$ cat src/rtl/serial_adder_if.sv
// serial_adder_if: operand/result bundle between a requester and the bit-serial adder
interface serial_adder_if #(parameter int WIDTH = 8);
  logic             start;
  logic [WIDTH-1:0] a;
  logic [WIDTH-1:0] b;
  logic             busy;
  logic             done;
  logic [WIDTH-1:0] sum;
  logic             carry;
  modport master (output start, a, b, input busy, done, sum, carry);
  modport slave  (input start, a, b, output busy, done, sum, carry);
endinterface

$ cat src/rtl/serial_adder.sv
// serial_adder: LSB-first bit-serial adder with one full-adder cell, a carry flop and a parallel registered result
module serial_adder #(
  parameter int WIDTH = 8
) (
  input  logic          clk,
  input  logic          rst,
  serial_adder_if.slave bus
);
  localparam int CW = $clog2(WIDTH) + 1;
  localparam logic [1:0] IDLE = 2'd0;
  localparam logic [1:0] RUN  = 2'd1;
  localparam logic [1:0] DONE = 2'd2;
  logic [1:0]       r_state;
  logic [WIDTH-1:0] r_a;
  logic [WIDTH-1:0] r_b;
  logic [WIDTH-1:0] r_res;
  logic [WIDTH-1:0] r_sum;
  logic             r_carry;
  logic             r_c;
  logic [CW-1:0]    r_cnt;
  logic             w_s;
  logic             w_c;
  logic [WIDTH-1:0] w_res;
  always_comb begin
    w_s   = r_a[0] ^ r_b[0] ^ r_c;
    w_c   = (r_a[0] & r_b[0]) | (r_c & (r_a[0] ^ r_b[0]));
    w_res = (r_res >> 1) | (WIDTH'(w_s) << (WIDTH - 1));
  end
  always_ff @(posedge clk) begin
    if (rst) begin
      r_state <= IDLE;
      r_a     <= '0;
      r_b     <= '0;
      r_res   <= '0;
      r_sum   <= '0;
      r_carry <= 1'b0;
      r_c     <= 1'b0;
      r_cnt   <= '0;
    end else if (r_state == RUN) begin
      r_a   <= r_a >> 1;
      r_b   <= r_b >> 1;
      r_c   <= w_c;
      r_res <= w_res;
      r_cnt <= r_cnt + 1'b1;
      if (r_cnt == CW'(WIDTH - 1)) begin
        r_sum   <= w_res;
        r_carry <= w_c;
        r_state <= DONE;
      end
    end else if (bus.start) begin
      r_a     <= bus.a;
      r_b     <= bus.b;
      r_c     <= 1'b0;
      r_cnt   <= '0;
      r_state <= RUN;
    end else begin
      r_state <= IDLE;
    end
  end
  assign bus.busy  = r_state == RUN;
  assign bus.done  = r_state == DONE;
  assign bus.sum   = r_sum;
  assign bus.carry = r_carry;
endmodule

$ cat src/flat_wrapper.sv
// flat-port wrapper written by rule: the top's interface ports become plain ports
module serial_adder_flat 
#(
  parameter int WIDTH = 8
)
  (clk, rst, bus_start, bus_a, bus_b, bus_busy, bus_done, bus_sum, bus_carry);
  serial_adder_if #(.WIDTH(WIDTH)) bus_i ();
  input  logic clk;
  input  logic rst;
  input wire logic [$bits(bus_i.start)-1:0] bus_start;
  input wire logic [$bits(bus_i.a)-1:0] bus_a;
  input wire logic [$bits(bus_i.b)-1:0] bus_b;
  output wire logic [$bits(bus_i.busy)-1:0] bus_busy;
  output wire logic [$bits(bus_i.done)-1:0] bus_done;
  output wire logic [$bits(bus_i.sum)-1:0] bus_sum;
  output wire logic [$bits(bus_i.carry)-1:0] bus_carry;
  assign bus_i.start = bus_start;
  assign bus_i.a = bus_a;
  assign bus_i.b = bus_b;
  assign bus_busy = bus_i.busy;
  assign bus_done = bus_i.done;
  assign bus_sum = bus_i.sum;
  assign bus_carry = bus_i.carry;
  serial_adder #(.WIDTH(WIDTH)) u_core (.clk(clk), .rst(rst), .bus(bus_i));
endmodule
$ cat config.mk
export PLATFORM = sky130hd
export DESIGN_NAME = serial_adder_flat
export DESIGN_NICKNAME = d
export VERILOG_FILES = /design/src/rtl/serial_adder_if.sv /design/src/rtl/serial_adder.sv /design/src/flat_wrapper.sv
export SDC_FILE = /design/constraint.sdc
export NUM_CORES = 1
export LEC_CHECK = 0
export ABC_AREA = 1
export CORE_ASPECT_RATIO = 2
export CORE_MARGIN = 3
export CORE_UTILIZATION = 41
export DETAILED_ROUTE_END_ITERATION = 8
export PLACE_DENSITY_LB_ADDON = 0.3
export REMOVE_ABC_BUFFERS = 1
export SLEW_MARGIN = 0
export SYNTH_ARGS = -nofsm -noshare
export SYNTH_HDL_FRONTEND = slang
export SYNTH_SLANG_ARGS = --single-unit
export TNS_END_PERCENT = 5
$ cat constraint.sdc
create_clock -name clk -period 1.55 [get_ports clk]
set_input_delay 0.31 -clock clk [delete_from_list [all_inputs] [get_ports clk]]
set_output_delay 0.31 -clock clk [all_outputs]
set_load 0.05 [all_outputs]
* Word-level counts from Yosys, hierarchy flattened
Cells that the tools add are included.
** Word-level totals
- Output and inout port bits :: 11
- Flip-flop bits (word level) :: 40
- Logic and storage cells :: 35
- Input bits :: 19
** Cells by class
- Bitwise operators :: 6
- Eq/ne operators :: 4
- Reduce and logical (&&, ||, !) cells :: 3
- Muxes and demuxes :: 11
- Add/sub/neg operators :: 1
** Operators with widths (number)
- $mux 7 :: 4
- $mux 4 :: 2
- $or 7x8->8 :: 1
- $add 4x1->4 const B :: 1
- $eq 4x3->1 const B :: 1
- $mux 2 :: 2
- $mux 1 :: 3
- $and 1x1->1 :: 2
- $eq 2x1->1 const B :: 1
- $eq 2x2->1 const B :: 1
- $ne 2x1->1 const B :: 1
- $reduce_and 2->1 :: 1
- $reduce_bool 2->1 :: 1
- $reduce_or 2->1 :: 1
- $xor 1x1->1 :: 2
- $or 1x1->1 :: 1

* Logic depth before layout (Yosys ltp)
- Depth in word-level cells :: 4
- Mapped depth :: 8
- Gate-level depth less buffers :: 6

* Worst setup path before layout
No wires, ideal clock.
- Path kind :: register to output
- From :: register u_core.r_state[1]
- To :: output port bus_done
- Data required time :: 1.240 ns
- Stages on the path, launching flop included :: 3
- Path slack :: 0.168 ns
- Arrival :: 1.072 ns
- Buffers on the path :: 0
- Path through :: dfxtp_1 > inv_2 > nor2_1
** Between the ends
- Word-level cells in the longest chain between the ends :: 1
** RTL lines
- start, declared :: line serial_adder.sv:13 : logic [1:0] r_state;
- start signal, assigned :: line serial_adder.sv:31 : r_state <= IDLE;
- start signal, assigned :: line serial_adder.sv:48 : r_state <= DONE;
- start signal, assigned :: line serial_adder.sv:55 : r_state <= RUN;
- $eq 2x2->1 :: line serial_adder.sv:61 : assign bus.done = r_state == DONE;
- end, declared :: line flat_wrapper.sv:14 : output wire logic [$bits(bus_i.done)-1:0] bus_done;
No other way between the ends.

* Final worst setup path
- From :: register u_core.r_state[0]
- To :: output port bus_busy
** Between the ends
- Word-level cells in the longest chain between the ends :: 1
** RTL lines
- $eq 2x1->1 :: line serial_adder.sv:60 : assign bus.busy = r_state == RUN;
- end, declared :: line flat_wrapper.sv:13 : output wire logic [$bits(bus_i.busy)-1:0] bus_busy;
No other way between the ends.

==> reports/qor.csv <==
metric,value,unit
die_area,0.004855,mm^2
gp_congestion,0.7997,
p_switching,0.5217,mW
hold_start,u_core.bus.sum[7],
final_nets,283,
synth.largest_area_cell,dfxtp_1,
worst_r2r_path_depth,5,
synthFlopType,dfxtp_1,
synth_top_area_frac,0.4745,
relSlewSlack,0.7368,
synth_cell_types,22,
drive_gt1_frac,0.1407,
synth_seq_cells,39,
remaining_drc_errors,0,
yosys_warnings,0,
grt_usage,0.1619,
die_width,50.80,um
insertion_delay,290,ps
combPwrFrac,0.118,
cp_top_family,flip-flops,
grt_max_degree,26,
criticalPathCategory,reg2out,
cts.sinks,39,
synthTopCellsByCount,"nand2_1, nand3_1, dfxtp_1",
syn_inst,227,
root_buffer,clkbuf_8,
post-dp-hpwl,2480,um
numPlacedInstances,304,
critPathBufInv,2,
holdBufCountCts,0,
io_buffers,29,
die_h,95.59,um
cp.arrival,1150,ps
finalHoldViolations,0,
cts_tree,yes,
h-tree-depth,2,
ant_nets,0,
io_pins,30,
synth-edff-count,0,
cpPeakStageDelay,360,ps
p_leak,1.026,nW
grt.overflow.total,0,
via_per_inst,4.745,
area_growth,32.02,%
start_util,0.4281,
syn_area,0.001645,mm^2
hp-class,reg2reg,
firstDrtPassIters,4,
cts_buffers,5,
path_cells,"inv_1, nor2_4, buf_12",
worst_setup_path_end_kind,primary output,
yosysMostFrequentCell,nand2_1,
tightest_slew,393.6,ps
synth.yosys.seq_area_share,0.4745,
powerDensity,998.8,mW/mm^2
r2r_start,u_core.r_cnt[0],
max_freq,0.6826,GHz
fin_crit,1465,ps
clockBufferDepth,2,
async_flop_share,0,
finalSetupTns,0,ps
antenna_found_initial,0,
ir_drop,759.0,uV
fin_crit_sh,0.9451,
hold_ws,450.1,ps
synth.area.top_cells,"dfxtp_1, nand2_1, nand3_1",
sw_frac_of_total,0.2405,
holdPathStages,2,
min_to,u_core.bus.sum[7],
p_seq_frac,0.494,
finalNonFillerCells,314,
rows,32,
outcome,"complete, no violations",
r2r_end,u_core.bus.carry,
slowest_stage,dfxtp_2,
cts.reportedPaths.clkPinSlew,80,ps
finish.utilization,0.5651,
initialDrtViolationCount,36,
drv_cap,0,
p_int,1.648,mW
grt_pass1_vias,1438,
dr_total_vias,1490,
required,1240,ps
syn_area_per_cell,7.248,um^2
r2r_slack,230,ps
critPathLaunchType,flip-flop,
core_area,0.003844,mm^2
critPathMaxFanout,7,
n_antenna_cell,0,
grt_pass1_wl,5968,um
grt_setup_unrepaired,false,
postLayoutCellArea,0.002172,mm^2
clock_power_share,0.388,
placed_cell_area,0.002043,mm^2
setup_viol,0,
routed_wl,3456,um
routedWlPerCell,11.01,um
finalClockSkew,2.705,ps
maxSlewViolCount,0,
## metal layers
layer,global-route usage,routed length (um),vias to the layer above
li1,-,-,791
met1,0.1516,1370,671
met2,0.3111,1892,21
met3,0.03286,102,7
met4,0.09438,91,0
met5,0,0,-
## metrics by stage
step           total power [mW]  setup WS [ps]
2_1_floorplan             1.215          163.6
3_3_place_gp              1.341          58.41
3_5_place_dp              1.346          55.03
4_1_cts                   2.193          3.714
5_1_grt                   2.271          35.57
6_report                  2.169          85.05
## state kept, by name, summed over array words and instances (netlist names)
name and cells:
u_core.r_b 8, u_core.r_c 1, u_core.r_state 2, u_core.r_res 7, u_core.bus.carry 1, u_core.r_a 8, u_core.r_cnt 4, u_core.bus.sum 8
## layout make-up
class	count	area, um^2
multi-input combinational	157	721.9
timing repair buffer	40	420.4
clock inverter	3	43.79
tap	51	63.81
fill	410	1672
clock buffer	5	68.82
sequential	39	782.0
inverter	19	71.32
## worst reg2reg max path, stage by stage, from the launching register on
cell     delay (ps)
dfxtp_1         370
ha_1            210
nand3_1         160
nor3_4          350
nand2_1          90
nand2_1          80
## power groups by stage
stage | registers (mW) | logic [mW] | clock network (mW)
final | 1.07 | 0.256 | 0.842
after global routing | 1.08 | 0.285 | 0.909
after CTS | 1.07 | 0.253 | 0.870
after detailed placement | 1.09 | 0.252 | 0
after global placement | 1.09 | 0.249 | 0
after floorplan | 1.09 | 0.127 | 0
## repair_timing
action                                  CTS  global route
setup buffers                             0             2
endpoints found under the hold margin     0             0
endpoints found under the setup margin    0             1
resized for setup                         0             1
## layout by cell type (no fill, tap or decap)
cell	netlist	routed
dfxtp_1	39	38
inv_2	1	1
fa_1	1	1
a211oi_1	2	2
dfxtp_2	0	1
o21ai_0	8	8
a21oi_1	5	5
nor2_4	1	1
nand2_1	71	71
clkinv_1	1	1
bufinv_16	0	1
nor2_2	2	2
clkinv_2	0	1
nor2_1	19	19
nand3_1	44	44
buf_12	0	6
clkbuf_8	0	5
inv_1	17	17
nor3_1	1	1
clkinv_4	0	1
clkdlybuf4s50_1	0	18
buf_4	3	16
ha_1	1	1
nor3_4	1	1
nand2_2	1	1
## how the worst max path moves through the flow
stage,startpoint,endpoint,slack (ps),cells after the start
after floorplan,u_core.r_state[0],u_core.r_cnt[2],160,5
after global placement,rst,u_core.bus.sum[4],60,4
after detailed placement,rst,u_core.bus.sum[0],60,4
after CTS,u_core.r_state[0],bus_busy,4,3
after global routing,u_core.r_state[0],bus_busy,40,3
final,u_core.r_state[0],bus_busy,90,3
## kinds of logic (layout without fill, tap and decap cells)
group           count (synthesis)  after routing  share of synthesized area
compound gates                 15             15                    0.04867
simple gates                  140            140                     0.3703
buf+inv                        31             67                    0.08668
fa+ha+maj                       2              2                    0.01977
flops                          39             39                     0.4745
No activity file was read; power rests on OpenSTA's default activity.
